<file path="src/rtl/cache_mem_arbiter_pkg.sv">
// Shared mp3 memory-arbiter types: arbiter state, grant owner and line/address widths.
// The caches import the same width constants so the pmem buses line up.
package cache_mem_arbiter_pkg;

  localparam int ARB_ADDR_W = 32;
  localparam int ARB_LINE_W = 256;

  typedef enum logic [1:0] {
    IDLE   = 2'd0,
    I_BUSY = 2'd1,
    D_BUSY = 2'd2
  } arb_state_t;

  typedef enum logic {
    OWN_I = 1'b0,
    OWN_D = 1'b1
  } arb_owner_t;

endpackage

</file>
<file path="src/rtl/cache_mem_arbiter.sv">
// Arbitrates the single pmem port between the I-cache and D-cache, one line burst at a time.
// Define CACHE_ARB_RR_EN for round-robin priority on contested grants; otherwise D wins over I.
module cache_mem_arbiter
  import cache_mem_arbiter_pkg::*;
#(
  parameter int ADDR_W = ARB_ADDR_W,
  parameter int LINE_W = ARB_LINE_W
) (
  input  logic              clk,
  input  logic              rst,
  input  logic              i_pmem_read,
  input  logic [ADDR_W-1:0] i_pmem_addr,
  output logic [LINE_W-1:0] i_pmem_rdata,
  output logic              i_pmem_resp,
  input  logic              d_pmem_read,
  input  logic              d_pmem_write,
  input  logic [ADDR_W-1:0] d_pmem_addr,
  input  logic [LINE_W-1:0] d_pmem_wdata,
  output logic [LINE_W-1:0] d_pmem_rdata,
  output logic              d_pmem_resp,
  output logic              pmem_read,
  output logic              pmem_write,
  output logic [ADDR_W-1:0] pmem_addr,
  output logic [LINE_W-1:0] pmem_wdata,
  input  logic [LINE_W-1:0] pmem_rdata,
  input  logic              pmem_resp
);

  arb_state_t state_r;
  arb_owner_t last_owner_s;
  arb_owner_t winner_s;
  logic       i_req_s;
  logic       d_req_s;

  // Fixed D-over-I priority is the round-robin rule with the last owner pinned to I
  function automatic arb_owner_t pick_owner(input logic i_req, input logic d_req,
                                            input arb_owner_t last);
    arb_owner_t w;
    if (d_req && i_req) begin
      w = (last == OWN_I) ? OWN_D : OWN_I;
    end else if (d_req) begin
      w = OWN_D;
    end else begin
      w = OWN_I;
    end
    return w;
  endfunction

`ifdef CACHE_ARB_RR_EN
  arb_owner_t last_owner_r;

  // Remember who held the previous grant so a contested request alternates
  always_ff @(posedge clk or negedge rst) begin
    if (!rst) begin
      last_owner_r <= OWN_I;
    end else if ((state_r == IDLE) && (i_req_s || d_req_s)) begin
      last_owner_r <= winner_s;
    end else begin
      last_owner_r <= last_owner_r;
    end
  end

  assign last_owner_s = last_owner_r;
`else
  assign last_owner_s = OWN_I;
`endif

  // Request decode and grant selection for the IDLE state
  always_comb begin
    i_req_s  = i_pmem_read;
    d_req_s  = d_pmem_read | d_pmem_write;
    winner_s = pick_owner(i_req_s, d_req_s, last_owner_s);
  end

  // Grant FSM; the winner's command is captured at the grant edge and held until pmem_resp
  always_ff @(posedge clk or negedge rst) begin
    if (!rst) begin
      state_r    <= IDLE;
      pmem_read  <= 1'b0;
      pmem_write <= 1'b0;
      pmem_addr  <= {ADDR_W{1'b0}};
      pmem_wdata <= {LINE_W{1'b0}};
    end else begin
      case (state_r)
        IDLE: begin
          if (d_req_s && (winner_s == OWN_D)) begin
            state_r    <= D_BUSY;
            pmem_write <= d_pmem_write;
            pmem_read  <= d_pmem_read & ~d_pmem_write;
            pmem_addr  <= d_pmem_addr;
            pmem_wdata <= d_pmem_wdata;
          end else if (i_req_s) begin
            state_r    <= I_BUSY;
            pmem_write <= 1'b0;
            pmem_read  <= 1'b1;
            pmem_addr  <= i_pmem_addr;
          end else begin
            state_r <= IDLE;
          end
        end
        I_BUSY, D_BUSY: begin
          if (pmem_resp) begin
            state_r    <= IDLE;
            pmem_read  <= 1'b0;
            pmem_write <= 1'b0;
          end else begin
            state_r <= state_r;
          end
        end
        default: begin
          state_r    <= IDLE;
          pmem_read  <= 1'b0;
          pmem_write <= 1'b0;
        end
      endcase
    end
  end

  // Completion is routed to the owner in the same cycle memory responds
  always_comb begin
    i_pmem_resp  = 1'b0;
    d_pmem_resp  = 1'b0;
    i_pmem_rdata = {LINE_W{1'b0}};
    d_pmem_rdata = {LINE_W{1'b0}};
    case (state_r)
      I_BUSY: begin
        i_pmem_resp  = pmem_resp;
        i_pmem_rdata = pmem_rdata;
      end
      D_BUSY: begin
        d_pmem_resp  = pmem_resp;
        d_pmem_rdata = pmem_rdata;
      end
      default: begin
        i_pmem_resp = 1'b0;
        d_pmem_resp = 1'b0;
      end
    endcase
  end

endmodule

</file>
<file path="config.mk">
export PLATFORM = sky130hd
export DESIGN_NAME = cache_mem_arbiter
export DESIGN_NICKNAME = d
export VERILOG_FILES = /design/src/rtl/cache_mem_arbiter_pkg.sv /design/src/rtl/cache_mem_arbiter.sv
export SDC_FILE = /design/constraint.sdc
export NUM_CORES = 1
export LEC_CHECK = 0
export ABC_AREA = 1
export BUFFER_PORTS_ARGS = -buffer_cell sky130_fd_sc_hd__buf_4
export CAP_MARGIN = 20
export CORE_AREA = 2 2 532 534
export DETAILED_ROUTE_END_ITERATION = 7
export DIE_AREA = 0 0 534 536
export GPL_TIMING_DRIVEN = 1
export PLACE_DENSITY = 0.31
export SLEW_MARGIN = 20
export SYNTH_ARGS = -nofsm -noshare
export SYNTH_HDL_FRONTEND = slang
export SYNTH_SLANG_ARGS = --single-unit
</file>
<file path="constraint.sdc">
create_clock -name clk -period 2.2 [get_ports clk]
set_clock_uncertainty 0.05 [all_clocks]
set_input_delay 0.22 -clock clk [delete_from_list [all_inputs] [get_ports clk]]
set_output_delay 0.22 -clock clk [all_outputs]
set_load 0.005 [all_outputs]
</file>
==> results of run 1 <==
[cells by family (layout without fill, tap and decap cells)]
| group | after synthesis | after routing | share of synthesized area (%) |
|---|---|---|---|
| flip-flops | 292 | 292 | 46.40 |
| AO/OA/AOI/OAI | 2 | 2 | 0.06350 |
| buffers and inverters | 652 | 2449 | 17.34 |
| other | 0 | 31 | 0 |
| adder cells (fa/ha/maj) | 3 | 3 | 0.2384 |
| AND/OR/NAND/NOR | 1494 | 1494 | 35.96 |
[worst max-delay path, delay by kind of cell, from the launching register on]
kind                     cells  cell delay, ns
flip-flops                   1            0.41
buffers and inverters        7            0.86
adder cells (fa/ha/maj)      1            0.19
AND/OR/NAND/NOR              1            0.07
[metal layers]
metal	part of all wire, %	wire length [um]	vias to the layer above
met2	44	95810	1248
met4	2.6	5734	86
met3	18	40320	324
met1	35	77140	10700
met5	0.25	551	-
li1	-	-	10390
[layout make-up]
class                      count  area (um^2)
fill                       32620       242300
timing repair buffer        1860        16730
sequential                   292         7307
multi-input combinational   1499         6487
tap                         3743         4683
inverter                     522         1987
clock buffer                  55         1126
clock inverter                12        106.4
antenna                       31        77.57
[power by group through the flow]
stage | combinational (mW) | clock, mW | sequential (mW)
after floorplan | 6.58 | 0 | 9.63
after global placement | 23.1 | 0 | 9.96
after detailed placement | 23.0 | 0 | 9.90
after CTS | 24.8 | 6.75 | 9.96
after global routing | 28.8 | 6.88 | 10.3
final | 26.2 | 6.43 | 9.89
[cell usage in the layout (no fill, tap or decap), drive strengths merged]
cell type    count
buf           1512
nand2         1455
inv            523
dlygate4sd3    325
dfrtp          292
clkbuf          77
nand3           34
diode           31
clkinv          10
nor2             5
ha               3
o21ai            1
a21oi            1
clkinvlp         1
bufbuf           1
[how the worst max path moves through the flow]
stage	from	endpoint	slack, ns	cells past startpoint
after global routing	state_r[1]	i_pmem_rdata[90]	-0.36	9
final	state_r[1]	i_pmem_rdata[90]	-0.29	9
after detailed placement	state_r[0]	pmem_wdata[133]	0.18	8
after floorplan	state_r[0]	d_pmem_rdata[100]	0.65	7
after global placement	state_r[0]	pmem_wdata[133]	0.17	8
after CTS	state_r[0]	d_pmem_rdata[30]	-0.35	8
[sequential cells by signal, indices dropped and copies added, names as in the netlist]
| name | count |
|---|---|
| pmem_write | 1 |
| state_r | 2 |
| pmem_addr | 32 |
| pmem_wdata | 256 |
| pmem_read | 1 |
[through the flow]
step           area [um^2]  hold WS [ns]
2_1_floorplan        15750       -0.1256
3_3_place_gp         31040        0.2384
3_5_place_dp         31040        0.2441
4_1_cts              36450       0.01017
5_1_grt              38460       0.06631
6_report             38510       0.09390
[cells in the mapped netlist (all sizes together)]
cell    count  area [um^2]
clkbuf     19        71.32
o21ai       1        5.000
inv       522         1959
ha          3        37.54
nor2        5        18.77
buf       111        699.4
nand2    1455         5474
a21oi       1        5.000
nand3      34        170.2
dfrtp     292         7307
[timing repair]
action | in CTS | in global routing
endpoints found under the setup margin | 514 | 515
endpoints found under the hold margin | 332 | 0
gates cloned | 13 | 27
hold buffers | 325 | 0
setup buffers | 13 | 17
resized for setup | 128 | 448
pin swaps | 1 | 72
==> results.md, run 1 <==
* Max Cap Viol at 0
* Switching Share at 46.69%
* Die height at 536 um
* Final RePlAce weighted congestion at a little over 0.9
* Largest net degree at the start of global routing at 68
* Fin Setup TNS at -70.92 ns
* Met1 Use GR at 14.78%
* Failing checks: setup timing
* CP Class: register to primary output
* VDD IR max at 0.5806 mV
* Reg2reg setup slack at 0.03 ns
* TritonCTS clock tree: done
* CTS max path bufs at 3
* Placed cell count at about 7,500
* Crit path max fanout at 10
* HPWL after DPL at 192.4 mm
* Routed Antenna Nets at 0
* Via Count at 22,760
* Core Rows at 195
* Hold_sp: i_pmem_addr[11]
* Number of global-route vias before repair at 22,720
* First-pass GRT wire length at 262.8 mm
* GRT Overall Usage at approximately 14%
* Post-Layout Cell Count at 8,014
* CTS clk-pin slew, worst paths at 0.06 ns
* Sequential area share after synthesis at 46.40%
* Iter 0 DRT Violations at between 1,000 and 1,500
* Fin nets at ~4,800
* Root Driver: clkbuf_16
* Congestion Overflow GR at 0
* Final Util at 13.71%
* RSZ-0062 raised after global routing: yes
* Share of layout cells above drive strength 1 at 44.10%
* Switching pwr at 19.86 mW
* CTS H-tree lvls at 2
* Vias per cell at ~2.8
* Core Area at 0.2808 mm^2
* Max-slew violations at 0
* CP endpoint kind: primary output
* Max-slew headroom at 53.59%
* DRC Markers at 0
* Initial antenna violation count at 147
* R2R depth at 11
* Hold worst-path end: pmem_addr[11]
* Final worst setup slack at -0.2862 ns
* Nature of the critical path startpoint: register
* Worst reg2reg startpoint: state_r[1]
* Global routing's busiest layer: met2
* M2 GR Usage at 22.65%
* Logic pwr share at roughly three fifths
* Crit-path cells: inv_2 -> ha_4 -> buf_6 -> buf_16 -> buf_4 -> buf_6 -> nand2_1 -> inv_1 -> buf_4
* Arr. time, crit path at 2.22 ns
* R2R Path End: pmem_write
* P_leak at 22.37 nW
* WL final at approximately 220 mm
* #FFs+latches synth at 292
* Die area at between 0.2 and 0.3 mm^2
* Worst-margin pin slew at 0.6961 ns
* Syn_area_per_cell at 6.446 um^2
* Final Hold Fails at 0
* M3 GR Usage at roughly an eighth
* Post-layout min period at 2.486 ns
* Final setup violation count at 504
* Post-Syn Area at between 0.015 and 0.02 mm^2
* Synthesized instance count at about 2,400
* Status: finished, violations left
* Distinct cells, synth at 15
* Pwr Density at ~1100 mW/mm^2
* Reg power frac at 23.3%
* Worst skew pair latency at 0.61 ns
* Number of top-level pins at ~1,400
* CTS Sinks at 292
* Crit-path max cell delay at 0.41 ns
* Area Growth Syn to Fin at 144.5%
* Clock share of power at ~15%
* PortBufs at 1,385
* Post-synth net total at 3,028
* Setup WS pre-CTS at between 0.15 and 0.2 ns
* Fmax at about 400 MHz
* Overall power at around 43 mW
* Die width at around 530 um
* Worst hold path class: primary input to register
* P_int at 22.67 mW
* Num CTS Buffers at 39
* Initial Util at 5.608%
* Hold-critical path depth at 5
* Routed len/inst at 27.40 um
* Period Utilization, post-route at 113.0%
* Worst Path Required at 1.93 ns
* Synth warn at 0
* CP max stage cell: dfrtp_1
* Total iterations of the first detailed-routing run at 5
No activity file was read; power rests on OpenSTA's default activity.
==> run 2: changes to the inputs <==
--- a/config.mk
+++ b/config.mk
@@ -9,6 +9,7 @@
 export BUFFER_PORTS_ARGS = -buffer_cell sky130_fd_sc_hd__buf_4
 export CAP_MARGIN = 20
 export CORE_AREA = 2 2 532 534
+export CTS_BUF_LIST = sky130_fd_sc_hd__clkbuf_4 sky130_fd_sc_hd__clkbuf_8
 export DETAILED_ROUTE_END_ITERATION = 7
 export DIE_AREA = 0 0 534 536
 export GPL_TIMING_DRIVEN = 1
==> run 2 against run 1 <==
The run still ends with setup timing left. Core utilization fell by 0.23 points. Clock power rose by 3.4%. First-iteration DRC count rose by 4.4%. Global-route usage rose by 0.11 points. Via count rose by 0.72%. Routed wire length rose by 0.23%. Power fell by 0.38%. Die area did not move. Register-to-register slack got worse by 0.12 ns. Maximum frequency fell by 4.4%. Critical path type unchanged. Largest cell class unchanged.
==> results.md, run 2 (synthesized netlist as in run 1, its figures left out) <==
* Post-layout min period at 2.599 ns (was 2.486 ns)
* CP endpoint kind: primary output (unchanged)
* Share of layout cells above drive strength 1 at 41.93% (was 44.10%)
* P_leak at 22.05 nW (was 22.37 nW)
* Via Count at 22,920 (was 22,760)
* Largest net degree at the start of global routing at 68 (unchanged)
* Arr. time, crit path at 2.33 ns (was 2.22 ns)
* Number of top-level pins at 1,386 (unchanged)
* RSZ-0062 raised after global routing: yes (unchanged)
* Number of global-route vias before repair at 22,910 (was 22,720)
* Overall power at 42.37 mW (was 42.53 mW)
* Initial Util at 5.608% (unchanged)
* Hold WS at 0.1241 ns (was 0.09390 ns)
* PortBufs at 1,385 (unchanged)
* Num CTS Buffers at 57 (was 39)
* DRC Markers at 0 (unchanged)
* Core Area at 0.2808 mm^2 (unchanged)
* Max-slew headroom at 66.50% (was 53.59%)
* CP Class: register to primary output (unchanged)
* Nature of the critical path startpoint: register (unchanged)
* Congestion Overflow GR at 0 (unchanged)
* CTS H-tree lvls at 2 (unchanged)
* Die area at 0.2862 mm^2 (unchanged)
* Largest register by flop count: pmem_wdata (unchanged)
* Clock share of power at 15.7% (was 15.1%)
* Vias per cell at 2.846 (was 2.840)
* CTS max path bufs at 3 (unchanged)
* CTS clk-pin slew, worst paths at 0.07 ns (was 0.06 ns)
* Worst skew pair latency at 0.77 ns (was 0.61 ns)
* Core Rows at 195 (unchanged)
* Routed Antenna Nets at 0 (unchanged)
* Worst-margin pin slew at 0.5025 ns (was 0.6961 ns)
* Failing checks: setup timing (unchanged)
* TritonCTS clock tree: done (unchanged)
* Switching pwr at 19.74 mW (was 19.86 mW)
* Post-DP Area at 0.03104 mm^2 (unchanged)
* P_int at 22.63 mW (was 22.67 mW)
* Total iterations of the first detailed-routing run at 7 (was 5)
* Fin Setup TNS at -151.60 ns (was -70.92 ns)
* Register area at 0.007307 mm^2 (unchanged)
* Most frequent cells in the layout: 1,367 x nand2_1, 1,345 x buf_4, 443 x inv_1 (was 1,311 x nand2_1, 1,299 x buf_4, 394 x inv_1)
* Switching Share at 46.58% (was 46.69%)
* Logic pwr share at 60.9% (was 61.6%)
* Max-slew violations at 0 (unchanged)
* Final Hold Fails at 0 (unchanged)
* Fill cell count at 32,710 (was 32,620)
* Fmax at 384.7 MHz (was 402.2 MHz)
* GRT Overall Usage at 14.52% (was 14.41%)
* Iter 0 DRT Violations at 1,166 (was 1,117)
* CTS Sinks at 292 (unchanged)
* HPWL after DPL at 192.4 mm (unchanged)
* Status: finished, violations left (unchanged)
* Most common cell after layout, fill and taps aside: nand2_1 (unchanged)
* Biggest regs: pmem_wdata x256, pmem_addr x32, state_r x2 (unchanged)
* Die height at 536 um (unchanged)
* Area Growth Syn to Fin at 140.5% (was 144.5%)
* Final worst setup slack at -0.3993 ns (was -0.2862 ns)
* First-pass GRT wire length at 264.8 mm (was 262.8 mm)
* WL final at 220.1 mm (was 219.6 mm)
* Worst hold path class: primary input to register (unchanged)
* Initial antenna violation count at 150 (was 147)
* Fin nets at 4,816 (was 4,799)
* Period Utilization, post-route at 118.1% (was 113.0%)
* Root Driver: clkbuf_8 (was clkbuf_16)
* Routed len/inst at 27.32 um (was 27.40 um)
* Setup WS pre-CTS at 0.1849 ns (unchanged)
* Final setup violation count at 523 (was 504)
* Fin area at 0.03787 mm^2 (was 0.03851 mm^2)
* Final RePlAce weighted congestion at 0.9237 (unchanged)
* Pwr Density at 1119 mW/mm^2 (was 1104 mW/mm^2)
* Crit path max fanout at 8 (was 10)
* Worst Path Required at 1.93 ns (about the same)
* Number of flip-flops in the largest register at 256 (unchanged)
* Max Cap Viol at 0 (unchanged)
* Area of the multi-input gates at 0.006085 mm^2 (was 0.006487 mm^2)
* VDD IR max at 0.5270 mV (was 0.5806 mV)
* Die width at 534 um (unchanged)
* Reg power frac at 23.4% (was 23.3%)
[run 2: critical path, stage by stage, from the launching register on]
cell and delay [ns]:
dfrtp_1 0.41, inv_2 0.09, ha_4 0.14, buf_12 0.16
buf_16 0.19, buf_4 0.15, buf_8 0.11, nand2_4 0.06
inv_2 0.05, buf_6 0.13
[run 2: through the flow]
stage	cells	util (%)
2_1_floorplan	2443	-
3_3_place_gp	7523	11.05
3_5_place_dp	7523	11.05
4_1_cts	7990	13.06
5_1_grt	8030	13.46
6_report	8054	13.48
[run 2: repair_timing]
| action | in CTS | in global routing |
|---|---|---|
| cloned | 12 | 21 |
| gates resized for setup | 139 | 213 |
| pin swaps | 1 | 23 |
| hold buffers | 341 | 0 |
| setup endpoints to repair | 514 | 524 |
| buffers inserted | 10 | 9 |
| endpoints found under the hold margin | 584 | 0 |
[run 2: final timing paths]
check,from,cells after the start,end,slack (ns)
worst min register to register,pmem_wdata[80],2,pmem_wdata[80],0.43
worst max-delay path,state_r[1],9,i_pmem_rdata[221],-0.40
min in group asynchronous,rst,3,pmem_wdata[233],0.54
worst min-delay path,d_pmem_wdata[68],4,pmem_wdata[68],0.12
worst max register to register,state_r[1],9,pmem_addr[12],-0.09
max in group asynchronous,rst,4,pmem_wdata[244],0.96
[run 2: per-layer routing]
layer | wire [um] | track usage [%]
met1 | 77640 | 14.84
met2 | 95620 | 22.77
met3 | 40200 | 12.07
met4 | 6036 | 2.835
met5 | 566 | 0
[run 2: area by class of cell]
cell class	instances	area share [%]
flip-flops and latches	292	19.30
repair buffers	1859	43.35
clock inverters	14	0.5551
diodes	35	0.2313
inverters	522	5.207
multi-input cells	1499	16.07
well taps	3743	12.37
clock buffers	90	2.924
[run 2: power groups by stage]
stage          Sequential (mW)  Combinational, mW  Clock, mW
2_1_floorplan             9.63               6.58          0
3_3_place_gp              9.96               23.1          0
3_5_place_dp              9.90               23.0          0
4_1_cts                   9.96               25.3       7.03
5_1_grt                   10.3               28.5       7.18
6_report                  9.90               25.8       6.65
